`src/rtl/uart_apb_master.sv`:
```
// APB command sequencer for uart_apb: queues register commands in a small FIFO,
// issues each as a SETUP/ACCESS transfer and returns one response per command.
module uart_apb_master #(
    parameter int DEPTH   = 4,
    parameter int TIMEOUT = 16
) (
    input  logic        clk,
    input  logic        rst,
    input  logic        cmd_valid,
    output logic        cmd_ready,
    input  logic        cmd_write,
    input  logic [9:0]  cmd_addr,
    input  logic [31:0] cmd_wdata,
    output logic        rsp_valid,
    output logic [31:0] rsp_rdata,
    output logic        rsp_err,
    output logic        busy,
    output logic        sel,
    output logic [9:0]  addr,
    output logic        en,
    output logic        write_control,
    output logic [31:0] write_data,
    input  logic [31:0] read_data,
    input  logic        ready
);

    localparam int AW = $clog2(DEPTH);
    localparam int PW = AW + 1;
    localparam int CW = $clog2(TIMEOUT + 1);

    typedef struct packed {
        logic        wr;
        logic [9:0]  addr;
        logic [31:0] wdata;
    } cmd_t;

    typedef enum logic [1:0] {
        IDLE,
        SETUP,
        ACCESS
    } state_t;

    cmd_t          mem_q [DEPTH];
    cmd_t          head;
    logic [PW-1:0] wr_ptr_q, wr_ptr_d;
    logic [PW-1:0] rd_ptr_q, rd_ptr_d;
    logic          full, empty, push, pop;

    state_t        state_q;
    logic [CW-1:0] cnt_q, cnt_d;
    logic          wr_q;
    logic          sel_q, en_q, wc_q;
    logic [9:0]    addr_q;
    logic [31:0]   wdata_q;
    logic          rsp_valid_q, rsp_err_q;
    logic [31:0]   rsp_rdata_q;

    // Extra MSB on the pointers separates full from empty when low bits match.
    assign full  = (wr_ptr_q[AW] != rd_ptr_q[AW]) &&
                   (wr_ptr_q[AW-1:0] == rd_ptr_q[AW-1:0]);
    assign empty = (wr_ptr_q == rd_ptr_q);
    assign push  = cmd_valid && !full;
    assign pop   = (state_q == IDLE) && !empty;
    assign head  = mem_q[rd_ptr_q[AW-1:0]];

    assign wr_ptr_d = wr_ptr_q + PW'(1);
    assign rd_ptr_d = rd_ptr_q + PW'(1);
    assign cnt_d    = cnt_q + CW'(1);

    assign cmd_ready     = !full;
    assign busy          = !empty || (state_q != IDLE);
    assign sel           = sel_q;
    assign en            = en_q;
    assign write_control = wc_q;
    assign addr          = addr_q;
    assign write_data    = wdata_q;
    assign rsp_valid     = rsp_valid_q;
    assign rsp_rdata     = rsp_rdata_q;
    assign rsp_err       = rsp_err_q;

    always_ff @(posedge clk) begin
        if (push) begin
            mem_q[wr_ptr_q[AW-1:0]] <= cmd_t'{cmd_write, cmd_addr, cmd_wdata};
        end
    end

    always_ff @(posedge clk) begin
        if (rst) begin
            wr_ptr_q <= '0;
            rd_ptr_q <= '0;
        end else begin
            if (push) wr_ptr_q <= wr_ptr_d;
            if (pop)  rd_ptr_q <= rd_ptr_d;
        end
    end

    always_ff @(posedge clk) begin
        if (rst) begin
            state_q     <= IDLE;
            cnt_q       <= '0;
            wr_q        <= 1'b0;
            sel_q       <= 1'b0;
            en_q        <= 1'b0;
            wc_q        <= 1'b0;
            addr_q      <= '0;
            wdata_q     <= '0;
            rsp_valid_q <= 1'b0;
            rsp_err_q   <= 1'b0;
            rsp_rdata_q <= '0;
        end else begin
            rsp_valid_q <= 1'b0;
            unique case (state_q)
                IDLE: begin
                    if (pop) begin
                        state_q <= SETUP;
                        cnt_q   <= '0;
                        wr_q    <= head.wr;
                        sel_q   <= 1'b1;
                        wc_q    <= head.wr;
                        addr_q  <= head.addr;
                        wdata_q <= head.wr ? head.wdata : 32'd0;
                    end
                end
                SETUP: begin
                    state_q <= ACCESS;
                    en_q    <= 1'b1;
                end
                ACCESS: begin
                    if (ready || (cnt_d == CW'(TIMEOUT))) begin
                        state_q     <= IDLE;
                        sel_q       <= 1'b0;
                        en_q        <= 1'b0;
                        wc_q        <= 1'b0;
                        addr_q      <= '0;
                        wdata_q     <= '0;
                        rsp_valid_q <= 1'b1;
                        rsp_err_q   <= !ready;
                        rsp_rdata_q <= (ready && !wr_q) ? read_data : 32'd0;
                    end
                    if (!ready) cnt_q <= cnt_d;
                end
                default: state_q <= IDLE;
            endcase
        end
    end

endmodule

```
`config.mk`:
```
export PLATFORM = sky130hd
export DESIGN_NAME = uart_apb_master
export DESIGN_NICKNAME = d
export VERILOG_FILES = /design/src/rtl/uart_apb_master.sv
export SDC_FILE = /design/constraint.sdc
export NUM_CORES = 1
export LEC_CHECK = 0
export ABC_AREA = 1
export CAP_MARGIN = 5
export CORE_MARGIN = 4
export CORE_UTILIZATION = 31
export DETAILED_ROUTE_END_ITERATION = 10
export SLEW_MARGIN = 20
export SYNTH_ARGS = -nofsm -noshare
export SYNTH_HDL_FRONTEND = slang
export SYNTH_SLANG_ARGS = --single-unit
```
`constraint.sdc`:
```
create_clock -name clk -period 8 [get_ports clk]
set_input_delay 1.6 -clock clk [delete_from_list [all_inputs] [get_ports clk]]
set_output_delay 1.6 -clock clk [all_outputs]
set_load 0.02 [all_outputs]
```
* Word-level counts from Yosys, hierarchy flattened *
Memories as Yosys holds them, arrays and structs flattened. A register that Yosys moved wholly into a read port is not among the register bits.
Index checks and enable logic that the tools add are counted.

storage, ports and cells
  bits in registers = 93
  latch bits = 0
  bits in writable memories = 172
  memory bits (read-only) = 0
  input bits = 79
  word-level logic and storage cells = 73
  memories = 1

memory list
  name   words  bits a word  read ports  clocked after Yosys merged registers in  wr ports  RTL line  RTL
  mem_q  4      43           1           1                                        1         43        cmd_t mem_q [DEPTH];

operators by class
  add/subtract/negate cells = 3
  multiply operators = 0
  divide/modulo/power cells = 0
  order comparisons = 0
  eq/ne operators = 9
  shift operators = 0
  muxes and demuxes = 25
  bitwise gates (word level) = 1
  reductions and logical operators = 21

operators with widths
  cell                   number
  $mux W32               4
  $pmux W32 S2           1
  $mux W10               2
  $pmux W10 S2           1
  $mux W5                2
  $pmux W5 S2            1
  $mux W2                4
  $reduce_and A2 Y1      4
  $add A3 B1 Y3 const B  2
  $mux W1                6
  $ne A2 B2 Y1 const B   3
  $pmux W1 S2            3
  $pmux W2 S3            1
  $reduce_and A3 Y1      2
  $reduce_bool A2 Y1     3
  $add A5 B1 Y5 const B  1
  $eq A5 B5 Y1 const B   1
  $logic_and A1 B1 Y1    4
  $logic_not A1 Y1       4
  $eq A3 B3 Y1           1
  $eq A2 B1 Y1 const B   1
  $eq A2 B2 Y1           1
  $eq A2 B2 Y1 const B   1
  $logic_not A2 Y1       1
  4 further kinds        5

* Depth between registers and ports, before layout *
Gate-level depths: netlist of the first run.

  depth in word-level cells = 6
  mapped depth = 11

* Least setup slack after synthesis of the first run *
Ideal clock, no wire load.

  path type = input to register
  start point = input port cmd_valid
  end point = register wr_ptr_q[2]
  arrival = 3.987 ns
  required time = 7.918 ns
  path slack = 3.932 ns
  stages = 4
  buffers on the path = 0
  cell sequence = nand2_1 -> nor2_1 -> o21ai_0 -> a21oi_1

on the way
  cells in the longest elaborated chain, start to end = 1

RTL lines
  what                  RTL line  RTL
  from (decl)           9         input logic cmd_valid,
  $logic_and A1 B1 Y1   62        assign push = cmd_valid && !full;
  to (signal assigned)  92        if (push) wr_ptr_q <= wr_ptr_d;
  to (decl)             45        logic [PW-1:0] wr_ptr_q, wr_ptr_d;

No other way between the ends.
A chain may end at the register's enable or synchronous reset.

* Worst setup path after layout of the first run *
  start point = register wr_ptr_q[0]
  end point = output port busy

on the way
  cells in the longest elaborated chain, start to end = 3

RTL lines
  what                RTL line  RTL
  $eq A3 B3 Y1        61        assign empty = (wr_ptr_q == rd_ptr_q);
  $logic_not A1 Y1    71        assign busy = !empty || (state_q != IDLE);
  $logic_or A1 B1 Y1  71
  to (decl)           17        output logic busy,

No other way between the ends.

==> results of run 1 <==
==> worst paths after layout <==
kind	from	end	slack, ns	depth (start not counted)
setup / recovery	wr_ptr_q[0]	busy	4.38	5
hold / removal	en	en	0.46	2
setup reg to reg	register	write_data[1]	5.34	6
hold reg to reg	en	en	0.46	2
==> cell type report <==
cell class	instances	area, um2	area share [%]
tap	402	503	3.90
inverter	22	83.8	0.650
sequential	267	7070	54.8
clock buffer	30	697	5.40
multi-input combinational	523	2650	20.5
timing repair buffer	169	1690	13.1
clock inverter	20	209	1.62
==> per-layer routing <==
metal  vias to the layer above  track usage, %  wire, um
met1                      3362            17.6     11000
li1                       3378               -         -
met2                       141            23.8     12500
met3                        41            1.73       987
met4                         2            3.36       421
met5                         -               0        13
==> power by group <==
part	total (mW)	switching, mW	leakage (nW)	internal [mW]
sequential	1.81	0.159	2.35	1.65
clock	1.27	0.516	0.438	0.756
combinational	1.21	0.770	1.70	0.443
==> synth_stat cells <==
library cell	number
nand3b_1	1
edfxtp_1	172
nor2_4	1
nand3_1	99
clkinv_2	1
nor2_2	1
ha_1	6
xor2_1	2
nand3_2	11
dfxtp_1	95
a32o_1	5
inv_1	21
o22ai_2	1
xnor2_1	2
a22oi_1	1
clkbuf_1	28
o22ai_1	37
buf_4	3
buf_6	1
nand2_2	3
o21ai_0	92
a21oi_2	10
clkbuf_2	1
nand2_1	113
buf_2	23
buf_12	1
nand4_1	2
a21oi_1	41
nor2_1	95
==> logic make-up (layout without fill, tap and decap cells) <==
| group | count (synthesis) | count (layout) | share of synthesized area [%] |
|---|---|---|---|
| simple gates | 326 | 326 | 14.4 |
| compound gates | 187 | 187 | 10.5 |
| buf+inv | 79 | 241 | 3.61 |
| flops | 267 | 267 | 70.4 |
| xor+xnor | 4 | 4 | 0.349 |
| fa+ha+maj | 6 | 6 | 0.748 |
==> worst max-delay path, delay by kind of cell, from the launching register on <==
kind                   cells  cell delay, ns
buffers and inverters      1            0.59
AND/OR/NAND/NOR            3            0.29
flip-flops                 1            0.35
XOR/XNOR                   1            0.27
==> stage by stage <==
step,cell area [um2],std cells,total power [mW],util (%)
after floorplan,10000,869,2.59,-
after global placement,12000,1381,3.05,37.7
after detailed placement,12000,1383,3.08,37.8
after CTS,12900,1433,4.36,40.7
after global routing,12900,1433,4.55,40.7
final,12900,1433,4.29,40.7
==> registers in the layout, indices dropped and copies added (netlist names), named ones only <==
name and count:
wr_q 1, rd_ptr_q 3, write_data 32, rsp_rdata 32, cnt_q 5, en 1, sel 1, write_control 1
wr_ptr_q 3, state_q 2, rsp_err 1, mem_q 172, rsp_valid 1, addr 10
==> cell usage in the layout, fill, tap and decap left out, drive strengths merged, types with 2 or more instances in the layout <==
cell type      instances
nand4                  2
dfxtp                 95
edfxtp               172
a21oi                 51
clkinv                12
bufinv                 4
nand2                116
xnor2                  2
nand3                110
inv                   22
xor2                   2
o22ai                 38
ha                     6
clkbuf                30
clkdlybuf4s50        158
a32o                   5
o21ai                 92
buf                   11
clkinvlp               4
nor2                  97
==> impl_results.md, run 1 <==
- Status: finished, final reports clean
- Synthesized area per cell: 11.6 um2
- Crit-path slowest cell: clkdlybuf4s50_1
- Grt ovf: 0
- Starting DRT DRC Count: 454
- Fin crit share: 45.2%
- Largest fanout on the critical path: 4
- Port Buffer Count: 159
- Setup CP Type: reg -> out
- Critical Path, Cell by Cell: xnor2_1, nand2_1, nor2_1, nand2_1, clkdlybuf4s50_1
- Crit-path max cell delay: 0.59 ns
- Clock tree buffer depth: 3
- IO Pins: 160
- Die extent in x: 188 um
- Pwr Density: 333 mW/mm2
- Fmax: 0.277 GHz
- # DRC: 0
- #FFs+latches synth: 267
- Post-CTS Hold Buffers: 0
- Worst EP arrival: 2.02 ns
- Pins over their slew limit: 0
- GRT Util Overall: 13.4%
- Post-synth top area share: 51.5%
- Die ar.: 0.0353 mm2
- H-tree levels: 1
- Synthesized Nets: 954
- Distinct cells, synth: 29
- Crit path time final: 3.62 ns
- First-pass GRT wire length: 38800 um
- # diodes: 0
- Initial antenna violation count: 1
- Maximum vdd ir drop: 0.163 mV
- Synth area leaders: edfxtp_1 51%, dfxtp_1 19%, nand3_1 4.9%, o21ai_0 4.6%, nand2_1 4.2%
- CP Capture Type: output pin
- Area grow syn2layout: 28.6%
- Largest net degree at the start of global routing: 88
- Worst rel slew slack: 31.0%
- Share of layout cells above drive strength 1: 8.83%
- Max-Cap Viols: 0
- Remaining antenna violation count: 0
- Resized cells post-CTS: 0
- CP Launch Type: register
- Via count: 6924
- WHS: 0.461 ns
- Hold crit path type: reg -> reg
- Fillcell total: 3031
- Wirelength per Cell: 17.4 um
- DR pass1 iterations: 5
- CTS buffer count: 27
- Final hold violations: 0
- RSZ-0062 raised after global routing: no
- Initial Utilization: 31.6%
- Skew-Pair Late Insertion Delay: 0.53 ns
- Post-DP HPWL: 14800 um
- Final setup viols: 0
- Vert. Die Dim: 188 um
- Most used cell, CP: nand2_1
- CTS tree: built
- Total Wirelength: 24900 um
- CTS root buffer: clkbuf_16
- Yosys top cell by area: edfxtp_1
- Gpl congestion: 0.725
- Core Region: 0.0317 mm2
- Setup slack after layout: 4.38 ns
- Sequential area share after synthesis: 70.4%
- Setup bufs post-CTS: 0
- Clk slew on worst S/H paths: 0.06 ns
- Yosys warnings: 0
- # rows: 65
- Setup TNS: 0 ns
- Dpl ws: 4.18 ns
- Number of global-route vias before repair: 6819
- P_leak: 4.50 nW
- Clk_skew: 0.0146 ns
- Post-DR vias/cell: 4.83
- Slew @ Worst Pin: 1.03 ns
- Nets: 1095
- CP Data Required Time: 6.40 ns
- Cell Area, Synth: 0.0100 mm2
- Sink Count: 267
- Synth Instances: 869
Note: power is estimated with default switching activity, not from simulation.
==> inputs of run 2 (changes only) <==
==> constraint.sdc (replaced) <==
create_clock -name clk -period 3.05 [get_ports clk]
set_input_delay 0.61 -clock clk [delete_from_list [all_inputs] [get_ports clk]]
set_output_delay 0.61 -clock clk [all_outputs]
set_load 0.02 [all_outputs]
==> run 2 against run 1 <==
  * Die area unchanged
  * Final cell count up 0.63%
  * Register-to-register slack got worse by 4.4 ns
  * Sequential share of layout area is 0.059 points lower
  * Count of clock-buffer cells in the layout up 9
  * First-iteration DRC count grew 2.0%
  * Highest routed layer unchanged
==> impl_results.md, run 2 (synthesis results as in run 1) <==
- CTS buffer count: 27 (unchanged)
- Slew @ Worst Pin: 0.757 ns (was 1.03 ns)
- Wirelength per Cell: 17.1 um (was 17.4 um)
- Grt ovf: 0 (unchanged)
- Setup TNS: 0 ns (unchanged)
- Area grow syn2layout: 28.7% (was 28.6%)
- GRT Util Overall: 13.3% (was 13.4%)
- Setup bufs post-CTS: 0 (unchanged)
- # DRC: 0 (unchanged)
- Busiest grt layer: met2 (unchanged)
- Final hold violations: 0 (unchanged)
- Core Region: 0.0317 mm2 (unchanged)
- Fin crit share: 85.3%
- WHS: 0.459 ns (was 0.461 ns)
- Clk slew on worst S/H paths: 0.06 ns (about the same)
- Starting DRT DRC Count: 463 (was 454)
- P_leak: 4.52 nW (was 4.50 nW)
- H-tree levels: 1 (unchanged)
- Pwr Density: 856 mW/mm2 (was 333 mW/mm2)
- Total Wirelength: 24600 um (was 24900 um)
- Clock share of power: 28.3% (was 29.6%)
- CTS tree: built (unchanged)
- CP Capture Type: output pin (unchanged)
- Setup CP Type: reg -> out (unchanged)
- Crit path time final: 2.60 ns
- Remaining antenna violation count: 0 (unchanged)
- Net Switching: 3.73 mW (was 1.45 mW)
- Die ar.: 0.0353 mm2 (unchanged)
- Largest fanout on the critical path: 4 (unchanged)
- Hold crit path type: reg -> reg (unchanged)
- Post-DP HPWL: 15500 um (was 14800 um)
- # rows: 65 (unchanged)
- IO Pins: 160 (unchanged)
- RSZ-0062 raised after global routing: no (unchanged)
- Via count: 6964 (was 6924)
- Post-CTS Hold Buffers: 0 (unchanged)
- Post-DR vias/cell: 4.83 (about the same)
- Largest net degree at the start of global routing: 71 (was 88)
- Initial antenna violation count: 3 (was 1)
- Pint: 7.33 mW (was 2.85 mW)
- First-pass GRT wire length: 38300 um (was 38800 um)
- Pins over their slew limit: 0 (unchanged)
- Comb pwr share: 29.8% (was 28.3%)
- Final core utilization: 40.7% (about the same)
- Die extent in x: 188 um (unchanged)
- Met1 Use GR: 17.0% (was 17.6%)
- Placed cells: 1390 (was 1383)
- Vert. Die Dim: 188 um (unchanged)
- Worst rel slew slack: 49.4% (was 31.0%)
- Sequential power share: 41.8% (was 42.1%)
- Worst reg-to-reg setup slack: 0.91 ns (was 5.34 ns)
- Fin area: 0.0129 mm2 (about the same)
- Met3 usage: 2.10% (was 1.73%)
- Clock tree buffer depth: 3 (unchanged)
- Commonest non-fill, non-tap cells in the layout: 172 x edfxtp_1, 158 x clkdlybuf4s50_1, 113 x nand2_1, 99 x nand3_1, 93 x dfxtp_1 (unchanged)
- CP Launch Type: register (unchanged)
- Gpl congestion: 0.749 (was 0.725)
- CTS root buffer: clkbuf_16 (unchanged)
- Switching part of the total: 33.7% (about the same)
- Max-Cap Viols: 0 (unchanged)
- Number of global-route vias before repair: 6697 (was 6819)
- Resized cells post-CTS: 0 (unchanged)
- Status: finished, final reports clean (unchanged)
- Met2 Resource Use GR: 23.3% (was 23.8%)
- Maximum vdd ir drop: 0.370 mV (was 0.163 mV)
- Final setup viols: 0 (unchanged)
- Commonest non-fill, non-tap cell in the layout: edfxtp_1 (unchanged)
- Fmax: 0.384 GHz
- Skew-Pair Late Insertion Delay: 0.53 ns (about the same)
- Largest register FFs: 172 (unchanged)
- Worst EP arrival: 1.99 ns (was 2.02 ns)
- Cell area after placement: 0.0121 mm2 (was 0.0120 mm2)
- Sink Count: 267 (unchanged)
- Initial Utilization: 31.6% (unchanged)
- DR pass1 iterations: 5 (unchanged)
- Fin cells: 1442 (was 1433)
- Nets: 1102 (was 1095)
- CP Data Required Time: 2.44 ns (was 6.40 ns)
- Port Buffer Count: 159 (unchanged)
- Clk_skew: 0.0191 ns (was 0.0146 ns)
- Share of layout cells above drive strength 1: 9.15% (was 8.83%)
[run 2: changes by cell type in the layout (fill, tap and decap cells not counted), sizes merged]
cell,before,now
diode,0,2
buf,11,18
clkinvlp,4,0
inv,22,23
bufinv,4,1
clkinv,12,9
clkbuf,30,39
[run 2: power by group through the flow]
stage               registers, mW  clock network, mW  logic (mW)
floorplan                    4.89                  0        1.90
detailed placement           4.70                  0        3.37
finish                       4.62               3.13        3.30
CTS                          4.63               3.21        3.37
global route                 4.68               3.37        3.66
global placement             4.69                  0        3.34
[run 2: path summary, 6_finish.rpt]
check | from | endpoint | cells past startpoint
worst min-delay path | rsp_err | rsp_err | 2
worst max register to register | register | write_data[30] | 6
worst min register to register | rsp_err | rsp_err | 2
worst max-delay path | wr_ptr_q[1] | busy | 5
[run 2: final cells by class]
type,count,area [um2]
Multi-Input combinational cell,523,2650
Clock inverter,11,83.8
Antenna cell,2,5.00
Tap cell,402,503
Clock buffer,39,761
Fill cell,3005,18800
Timing Repair Buffer,176,1760
Inverter,22,83.8
Sequential cell,267,7070
[run 2: worst max-delay path, stage by stage, from the launching register on]
cell and delay, ns:
dfxtp_1 0.35, xnor2_1 0.27, nand2_1 0.08, nor2_1 0.10, nand2_1 0.09, clkdlybuf4s50_1 0.59
[run 2: metrics by stage]
stage / worst slack, ns / power [mW]
5_1_grt: 0.284 / 11.7
4_1_cts: 0.398 / 11.2
3_3_place_gp: 0.812 / 8.03
2_1_floorplan: -0.148 / 6.79
3_5_place_dp: 0.780 / 8.08
6_report: 0.448 / 11.1
[run 2: metal layers]
layer	vias up	part of all wire [%]
met5	-	0.049
met4	2	2.3
met3	40	4.1
met2	144	51
met1	3385	43
li1	3393	-
==> inputs of run 3 (changes only) <==
--- a/config.mk
+++ b/config.mk
@@ -10,6 +10,7 @@
 export CORE_MARGIN = 4
 export CORE_UTILIZATION = 31
 export DETAILED_ROUTE_END_ITERATION = 10
+export REMOVE_ABC_BUFFERS = 1
 export SLEW_MARGIN = 20
 export SYNTH_ARGS = -nofsm -noshare
 export SYNTH_HDL_FRONTEND = slang
==> run 3 against run 2 <==
  * Global-route usage up 0.14 points
  * Via count is 0.23% lower
  * Clock skew down 0.011 ns
  * Sequential power hardly changed
  * Die area unchanged
  * Sequential share of layout area down 0.10 points
==> impl_results.md, run 3 (synthesis results as in run 1) <==
- Status: finished, final reports clean (unchanged)
- Sequential power share: 41.5% (was 41.8%)
- Storage cell area: 0.00707 mm2 (unchanged)
- Cell area after placement: 0.0121 mm2 (about the same)
- Slew @ Worst Pin: 0.755 ns (was 0.757 ns)
- Area of the multi-input gates: 0.00265 mm2 (unchanged)
- IO Pins: 160 (unchanged)
- Port Buffer Count: 159 (unchanged)
- WHS: 0.452 ns (was 0.459 ns)
- Fillcell total: 3036 (was 3005)
- Starting DRT DRC Count: 346 (was 463)
- Pins over their slew limit: 0 (unchanged)
- CP Capture Type: output pin (unchanged)
- Crit-path max cell delay: 0.59 ns (about the same)
- Die ar.: 0.0353 mm2 (unchanged)
- Worst EP arrival: 2.06 ns (was 1.99 ns)
- H-tree levels: 1 (unchanged)
- Largest fanout on the critical path: 4 (unchanged)
- Setup bufs post-CTS: 0 (unchanged)
- Clk slew on worst S/H paths: 0.06 ns (about the same)
- Post-DP HPWL: 15500 um (about the same)
- Post-DR vias/cell: 4.80 (was 4.83)
- Die extent in x: 188 um (unchanged)
- Pwr Density: 864 mW/mm2 (was 856 mW/mm2)
- # rows: 65 (unchanged)
- Most used cell, CP: nand2_1 (unchanged)
- Crit path time final: 2.67 ns (was 2.60 ns)
- Commonest non-fill, non-tap cell in the layout: edfxtp_1 (unchanged)
- # DRC: 0 (unchanged)
- Dpl ws: 0.687 ns (was 0.780 ns)
- Vert. Die Dim: 188 um (unchanged)
- DR pass1 iterations: 4 (was 5)
- Fin crit share: 87.5% (was 85.3%)
- CTS root buffer: clkbuf_16 (unchanged)
- Setup CP Type: reg -> out (unchanged)
- Area grow syn2layout: 29.0% (was 28.7%)
- Number of global-route vias before repair: 6817 (was 6697)
- Switching part of the total: 34.0% (was 33.7%)
- Largest register FFs: 172 (unchanged)
- Crit-path slowest cell: clkdlybuf4s50_1 (unchanged)
- Comb pwr share: 30.2% (was 29.8%)
- Total Wirelength: 24700 um (was 24600 um)
- Core Region: 0.0317 mm2 (unchanged)
- GRT Util Overall: 13.4% (was 13.3%)
- Sink Count: 267 (unchanged)
- CTS buffer count: 28 (was 27)
- Final hold violations: 0 (unchanged)
- CTS tree: built (unchanged)
- Largest net degree at the start of global routing: 51 (was 71)
- RSZ-0062 raised after global routing: no (unchanged)
- Skew-Pair Late Insertion Delay: 0.54 ns (was 0.53 ns)
- Remaining antenna violation count: 0 (unchanged)
- Nets: 1106 (was 1102)
- Maximum vdd ir drop: 0.603 mV (was 0.370 mV)
- Resized cells post-CTS: 0 (unchanged)
- P_leak: 4.53 nW (was 4.52 nW)
- Fmax: 0.375 GHz (was 0.384 GHz)
- Hold crit path type: in -> reg (was reg -> reg)
- Wirelength per Cell: 17.1 um (about the same)
- First-pass GRT wire length: 38300 um (about the same)
- Clock share of power: 28.3% (about the same)
- Grt ovf: 0 (unchanged)
- Commonest non-fill, non-tap cells in the layout: 172 x edfxtp_1, 158 x clkdlybuf4s50_1, 113 x nand2_1, 99 x nand3_1, 93 x dfxtp_1 (unchanged)
- Share of layout cells above drive strength 1: 9.11% (was 9.15%)
- Pint: 7.38 mW (was 7.33 mW)
- Setup TNS: 0 ns (unchanged)
- Clk_skew: 0.00821 ns (was 0.0191 ns)
- Fin area: 0.0129 mm2 (about the same)
- Via count: 6948 (was 6964)
- Final setup viols: 0 (unchanged)
- Net Switching: 3.80 mW (was 3.73 mW)
- Worst rel slew slack: 49.6% (was 49.4%)
- CP Launch Type: register (unchanged)
- CP Data Required Time: 2.44 ns (about the same)
- Final Total Pwr: 11.2 mW (was 11.1 mW)
- Clock tree buffer depth: 3 (unchanged)
- Critical Path, Cell by Cell: xnor2_1, nand2_1, nor2_1, nand2_1, clkdlybuf4s50_1 (unchanged)
- Gpl congestion: 0.761 (was 0.749)
- Initial Utilization: 31.6% (unchanged)
- Initial antenna violation count: 1 (was 3)
- Max-Cap Viols: 0 (unchanged)
- Setup slack after layout: 0.380 ns (was 0.448 ns)
- Post-CTS Hold Buffers: 0 (unchanged)
run 3: cell types whose count changed in the layout (fill, tap and decap cells not counted), sizes merged:
cell,delta
diode,-1
clkbuf,+1
clkinv,+3
inv,-2
buf,+3
run 3: area by class of cell:
class / count / area share (%)
Clock buffer: 40 / 5.92
Clock inverter: 12 / 0.735
Tap cell: 402 / 3.89
Sequential cell: 267 / 54.6
Inverter: 22 / 0.648
Multi-Input combinational cell: 523 / 20.5
Antenna cell: 1 / 0.0193
Timing Repair Buffer: 179 / 13.7
run 3: power by group through the flow:
stage	Sequential, mW	Combinational (mW)	Clock [mW]
final	4.64	3.38	3.17
after detailed placement	4.72	3.42	0
after global placement	4.71	3.39	0
after floorplan	4.98	1.56	0
after global routing	4.71	3.71	3.40
after CTS	4.65	3.44	3.26
run 3: stage by stage:
stage          instances  util, %
2_1_floorplan        812        -
3_3_place_gp        1393     38.1
3_5_place_dp        1393     38.1
4_1_cts             1445     40.8
5_1_grt             1446     40.8
6_report            1446     40.8
run 3: worst paths after layout:
check                                     from              to  slack [ns]  cells after the start
worst max-delay path               wr_ptr_q[0]            busy        0.38                      5
worst min-delay path                       rst  write_data[16]        0.45                      2
worst max register to register        register  write_data[15]        0.91                      5
worst min register to register  write_data[27]  write_data[27]        0.46                      2
run 3: critical path: cells and delay by family (launching register included):
kind | cells | cell delay (ns)
and+or+nand+nor | 3 | 0.30
DFF | 1 | 0.35
buffers and inverters | 1 | 0.59
xor gates and xnor gates | 1 | 0.28
run 3: metal layers:
layer / GRT usage [%] / share of wire [%] / routed length [um]
met3: 2.66 / 5.5 / 1370
met4: 3.19 / 2.1 / 518
met2: 21.7 / 46 / 11200
met5: 0 / 0 / 0
met1: 18.8 / 47 / 11600
